<file path="config.mk">
export PLATFORM = sky130hd
export DESIGN_NAME = io_bus_initiator
export DESIGN_NICKNAME = d
export VERILOG_FILES = /design/src/rtl/io_bus_initiator.sv
export SDC_FILE = /design/constraint.sdc
export NUM_CORES = 1
export LEC_CHECK = 0
export BUFFER_PORTS_ARGS = -buffer_cell sky130_fd_sc_hd__buf_2
export CAP_MARGIN = 25
export CORE_ASPECT_RATIO = 0.7
export CORE_MARGIN = 5
export CORE_UTILIZATION = 52
export DETAILED_ROUTE_END_ITERATION = 10
export MAX_ROUTING_LAYER = met4
export PLACE_DENSITY = 0.79
export SLEW_MARGIN = 30
export SYNTH_ARGS = -nofsm -noshare
export SYNTH_HDL_FRONTEND = slang
export SYNTH_SLANG_ARGS = --single-unit
export TNS_END_PERCENT = 5
</file>
<file path="constraint.sdc">
create_clock -name i_clk -period 2.8 [get_ports i_clk]
set_clock_uncertainty 0.2 [all_clocks]
set_input_delay 0.56 -clock i_clk [delete_from_list [all_inputs] [get_ports i_clk]]
set_output_delay 0.56 -clock i_clk [all_outputs]
set_load 0.005 [all_outputs]
</file>
<file path="src/rtl/io_bus_initiator.sv">
// Host-side master for the 4-bit command / 8-bit data toggle-sync IO bus.
// One request in flight; a completion or timeout is reported as a one-cycle response pulse.
module io_bus_initiator #(
  parameter int TIMEOUT_CYCLES = 64,
  parameter int SETUP_CYCLES   = 1
) (
  input  logic       i_clk,
  input  logic       i_rst_n,
  input  logic       i_req_valid,
  output logic       o_req_ready,
  input  logic [3:0] i_req_cmd,
  input  logic [7:0] i_req_data,
  output logic       o_resp_valid,
  output logic [7:0] o_resp_data,
  output logic       o_resp_err,
  output logic [3:0] o_cmd,
  output logic [7:0] o_data,
  output logic       o_sync,
  input  logic       i_sync,
  input  logic [7:0] i_data,
  output logic       o_busy,
  output logic [7:0] o_timeout_count
);

  typedef enum logic [1:0] {
    S_IDLE,
    S_SETUP,
    S_WAIT,
    S_SETTLE
  } state_t;

  localparam logic [7:0] TMO_LAST   = 8'(TIMEOUT_CYCLES - 1);
  localparam logic [3:0] SETUP_LAST = 4'(SETUP_CYCLES - 1);

  state_t     state_q, state_d;
  logic [3:0] setup_cnt_q, setup_cnt_d;
  logic [7:0] timer_q, timer_d;
  logic [3:0] cmd_q, cmd_d;
  logic [7:0] data_q, data_d;
  logic       sync_q, sync_d;
  logic       rvld_q, rvld_d;
  logic       rerr_q, rerr_d;
  logic [7:0] rdata_q, rdata_d;
  logic [7:0] tcnt_q, tcnt_d;

  always_ff @(posedge i_clk or negedge i_rst_n) begin
    if (!i_rst_n) begin
      state_q     <= S_IDLE;
      setup_cnt_q <= '0;
      timer_q     <= '0;
      cmd_q       <= '0;
      data_q      <= '0;
      sync_q      <= 1'b0;
      rvld_q      <= 1'b0;
      rerr_q      <= 1'b0;
      rdata_q     <= '0;
      tcnt_q      <= '0;
    end else begin
      state_q     <= state_d;
      setup_cnt_q <= setup_cnt_d;
      timer_q     <= timer_d;
      cmd_q       <= cmd_d;
      data_q      <= data_d;
      sync_q      <= sync_d;
      rvld_q      <= rvld_d;
      rerr_q      <= rerr_d;
      rdata_q     <= rdata_d;
      tcnt_q      <= tcnt_d;
    end
  end

  always_comb begin
    state_d     = state_q;
    setup_cnt_d = setup_cnt_q;
    timer_d     = timer_q;
    cmd_d       = cmd_q;
    data_d      = data_q;
    sync_d      = sync_q;
    rvld_d      = 1'b0;
    rerr_d      = 1'b0;
    rdata_d     = rdata_q;
    tcnt_d      = tcnt_q;
    case (state_q)
      S_IDLE: begin
        if (i_req_valid) begin
          cmd_d       = i_req_cmd;
          data_d      = i_req_data;
          setup_cnt_d = '0;
          state_d     = S_SETUP;
        end
      end
      S_SETUP: begin
        if (setup_cnt_q == SETUP_LAST) begin
          // Toggle against the current echo so a stale or late echo cannot desync us.
          sync_d  = ~i_sync;
          timer_d = '0;
          state_d = S_WAIT;
        end else begin
          setup_cnt_d = setup_cnt_q + 4'd1;
        end
      end
      S_WAIT: begin
        if (i_sync == sync_q) begin
          state_d = S_SETTLE;
        end else if (timer_q == TMO_LAST) begin
          rvld_d  = 1'b1;
          rerr_d  = 1'b1;
          rdata_d = '0;
          if (tcnt_q != 8'hFF) tcnt_d = tcnt_q + 8'd1;
          state_d = S_IDLE;
        end else begin
          timer_d = timer_q + 8'd1;
        end
      end
      S_SETTLE: begin
        rdata_d = i_data;
        rvld_d  = 1'b1;
        state_d = S_IDLE;
      end
      default: state_d = S_IDLE;
    endcase
  end

  assign o_req_ready     = (state_q == S_IDLE);
  assign o_busy          = (state_q != S_IDLE);
  assign o_resp_valid    = rvld_q;
  assign o_resp_err      = rerr_q;
  assign o_resp_data     = rdata_q;
  assign o_cmd           = cmd_q;
  assign o_data          = data_q;
  assign o_sync          = sync_q;
  assign o_timeout_count = tcnt_q;

endmodule

</file>
==> flow_summary.yaml <==
outcome:
  status: "finished with violations"
  violations: "hold timing"
global_routing:
  antenna_found_initial: 0
  grt_pass1_vias: 1511
  grt_max_degree: 27
  grt_use_total_pct: 17.9
  gr-total-overflow: 0
  grt_pass1_wl_um: 7420
logic_synthesis:
  syn_area_per_cell_um2: 11.3
  synth_edf_count: 0
  synth_xor_area_share_pct: 2.10
  synth-compound-area-share_pct: 13.1
  synth-seq-cells: 45
  synth.cell_area_um2: 2090
  synthesis.nets: 213
  synth.area.mux_share_pct: 9.59
  syn_inst: 185
  synth_fa_ha_area_share_pct: 2.40
  synth-simple-area-share_pct: 16.4
  synth_warnings: 0
  async_flop_share_pct: 100
  synth-main-ff-cell: "dfrtp_1"
  ys_types: 38
  synth_top_family_by_area: "simple AND/OR/NAND/NOR gates"
  ys_seq_area_share_pct: 54.0
finish:
  nets: 273
  finalNonFillerCells: 298
  n_antenna_cell: 0
  drive_gt1_share_pct: 35.0
  syn2layout_area_growth_pct: 20.7
sta:
  finalWorstSetupSlack_ns: 0.673
  setup_tns_ns: 0
  setup_viol: 0
  grt_setup_unrepaired: "no"
  final_max_slew_viol_count: 0
  max_slew_margin_pct: 61.5
  max_freq_mhz: 470
  period_needed_ns: 2.13
  final-hold-violation-count: 19
  tightest_slew_ns: 0.576
  min_period_over_period_pct: 75.9
  hold_slack_ns: -0.0175
pwr:
  p_int_mw: 1.46
  ir_worst_vdd_mv: 0.497
  power.leakage_nw: 1.22
  clockPowerShare_pct: 18.1
  seq_power_share_pct: 46.3
  swShare_pct: 36.3
  p_comb_share_pct: 35.6
  p_switching_uw: 835
  power-per-cell-area_nw_per_um2: 912
clock_tree:
  cts_setup_buffers: 0
  cts_root_buf: "clkbuf_8"
  clk_latency_ns: 0.30
  numCtsBuffers: 5
  clockBufferDepth: 2
  cts_num_sinks: 45
  cts_tree: "done"
  cts.htree.levels: 2
  cts-resized-gates: 0
  path_clk_slew_ns: 0.09
  hold_buffers: 0
placed_design:
  io_buffers: 56
  placed_cells: 290
  gp_congestion: 0.896
  hpwl_um: 3350
  place_ws_ns: 0.567
floorplan:
  num_io_pins: 57
  core_area_um2: 3900
  die_w_um: 85.7
  row_count: 19
  die_y_um: 63.0
  initial_core_util_pct: 53.5
  die-area_um2: 5400
setup_path:
  cp.arrival_ns: 2.12
  required_ns: 2.80
  worst_setup_path_end_kind: "flip-flop"
  cp-start-kind: "flip-flop"
  crit_type: "flip-flop to flip-flop"
  cp_max_fo: 9
  r2r_cells: 5
route:
  wire_per_inst_um: 14.9
  vias_per_cell: 5.51
  wirelength_um: 4430
  drtIter0Drc: 86
  dr.pass1.iters: 4
  ant_nets: 0
  drt_drc_violations_left: 0
  dr_total_vias: 1641
run:
  maxCapViolCount: 0
min_path:
  hold_path.class: "input port to async pin"
==> Yosys cell counts, types with 6 or more instances <==
master	number	area share [%]
a21oi_1	8	1.9
a22o_1	9	3.8
dfrtp_1	45	54
inv_1	8	1.4
mux2_2	16	8.6
nand2_1	16	2.9
nand3_1	9	2.2
nor2_1	9	1.6
o211ai_1	6	2.2
o21ai_0	7	1.7
==> power groups by stage <==
stage               sequential (mW)  clock (mW)  combinational, mW
floorplan                      1.04           0              0.523
global placement               1.06           0              0.800
detailed placement             1.07           0              0.830
CTS                            1.06       0.432              0.830
global route                   1.10       0.456              0.913
finish                         1.06       0.417              0.817
==> kinds of logic after synthesis <==
| group | after synthesis |
|---|---|
| xor+xnor | 5 |
| fa+ha+maj | 4 |
| flops | 45 |
| mux | 18 |
| simple gates | 62 |
| compound gates | 38 |
| buf+inv | 13 |
==> worst paths after layout <==
kind	from	endpoint	slack, ns
max in group asynchronous	i_rst_n	timer_q[0]$_DFFE_PN0P_	1.72
min in group i_clk	i_data[3]	o_resp_data[3]$_DFFE_PN0P_	0.27
setup reg to reg	timer_q[1]$_DFFE_PN0P_	o_resp_data[4]$_DFFE_PN0P_	0.67
hold reg to reg	o_resp_data[0]$_DFFE_PN0P_	o_resp_data[0]$_DFFE_PN0P_	0.31
setup / recovery	timer_q[1]$_DFFE_PN0P_	o_resp_data[4]$_DFFE_PN0P_	0.67
hold / removal	i_rst_n	setup_cnt_q[0]$_DFFE_PN0P_	-0.02
==> cells in the final DEF (no fill, tap or decap), drive strengths merged, types with 7 or more instances in the layout <==
| cell type | synthesis | final |
|---|---|---|
| nand3 | 9 | 9 |
| o21ai | 7 | 7 |
| dfrtp | 45 | 45 |
| a21oi | 8 | 8 |
| mux2 | 16 | 16 |
| nor2 | 9 | 9 |
| nand2 | 16 | 16 |
| buf | 3 | 58 |
| a22o | 9 | 9 |
| inv | 8 | 9 |
==> registers in the layout (all words and copies together) (netlist names), 2 cells and up <==
register         cells
o_data               8
o_cmd                4
setup_cnt_q          4
o_resp_data          8
o_timeout_count      8
state_q              2
timer_q              8
==> per-layer routing <==
layer / GRT usage [%] / vias to the layer above / wire, um
li1: - / 796 / -
met1: 25.9 / 766 / 2100
met2: 24.3 / 69 / 1860
met3: 4.74 / 10 / 393
met4: 5.93 / 0 / 67
met5: - / - / 0
==> per-stage QoR <==
stage	utilization, %	power [mW]	instance area (um2)
finish	64.6	2.30	2520
global route	64.6	2.47	2520
CTS	64.6	2.32	2520
detailed placement	62.2	1.90	2430
global placement	62.2	1.86	2430
floorplan	-	1.57	2090
==> worst max-delay path, stage by stage (launching register included) <==
cell       delay, ns
dfrtp_1         0.39
ha_1            0.25
nand4bb_1       0.23
o31a_2          0.36
nand2b_1        0.28
a22o_1          0.31
==> final cells by class <==
class	instances	area (um2)
fill	320	1380
sequential	45	1130
multi-input combinational	127	910
timing repair buffer	58	295
clock buffer	5	68.8
tap	52	65.1
inverter	8	30.0
clock inverter	3	25.0
(Power assumes the default switching activity.)
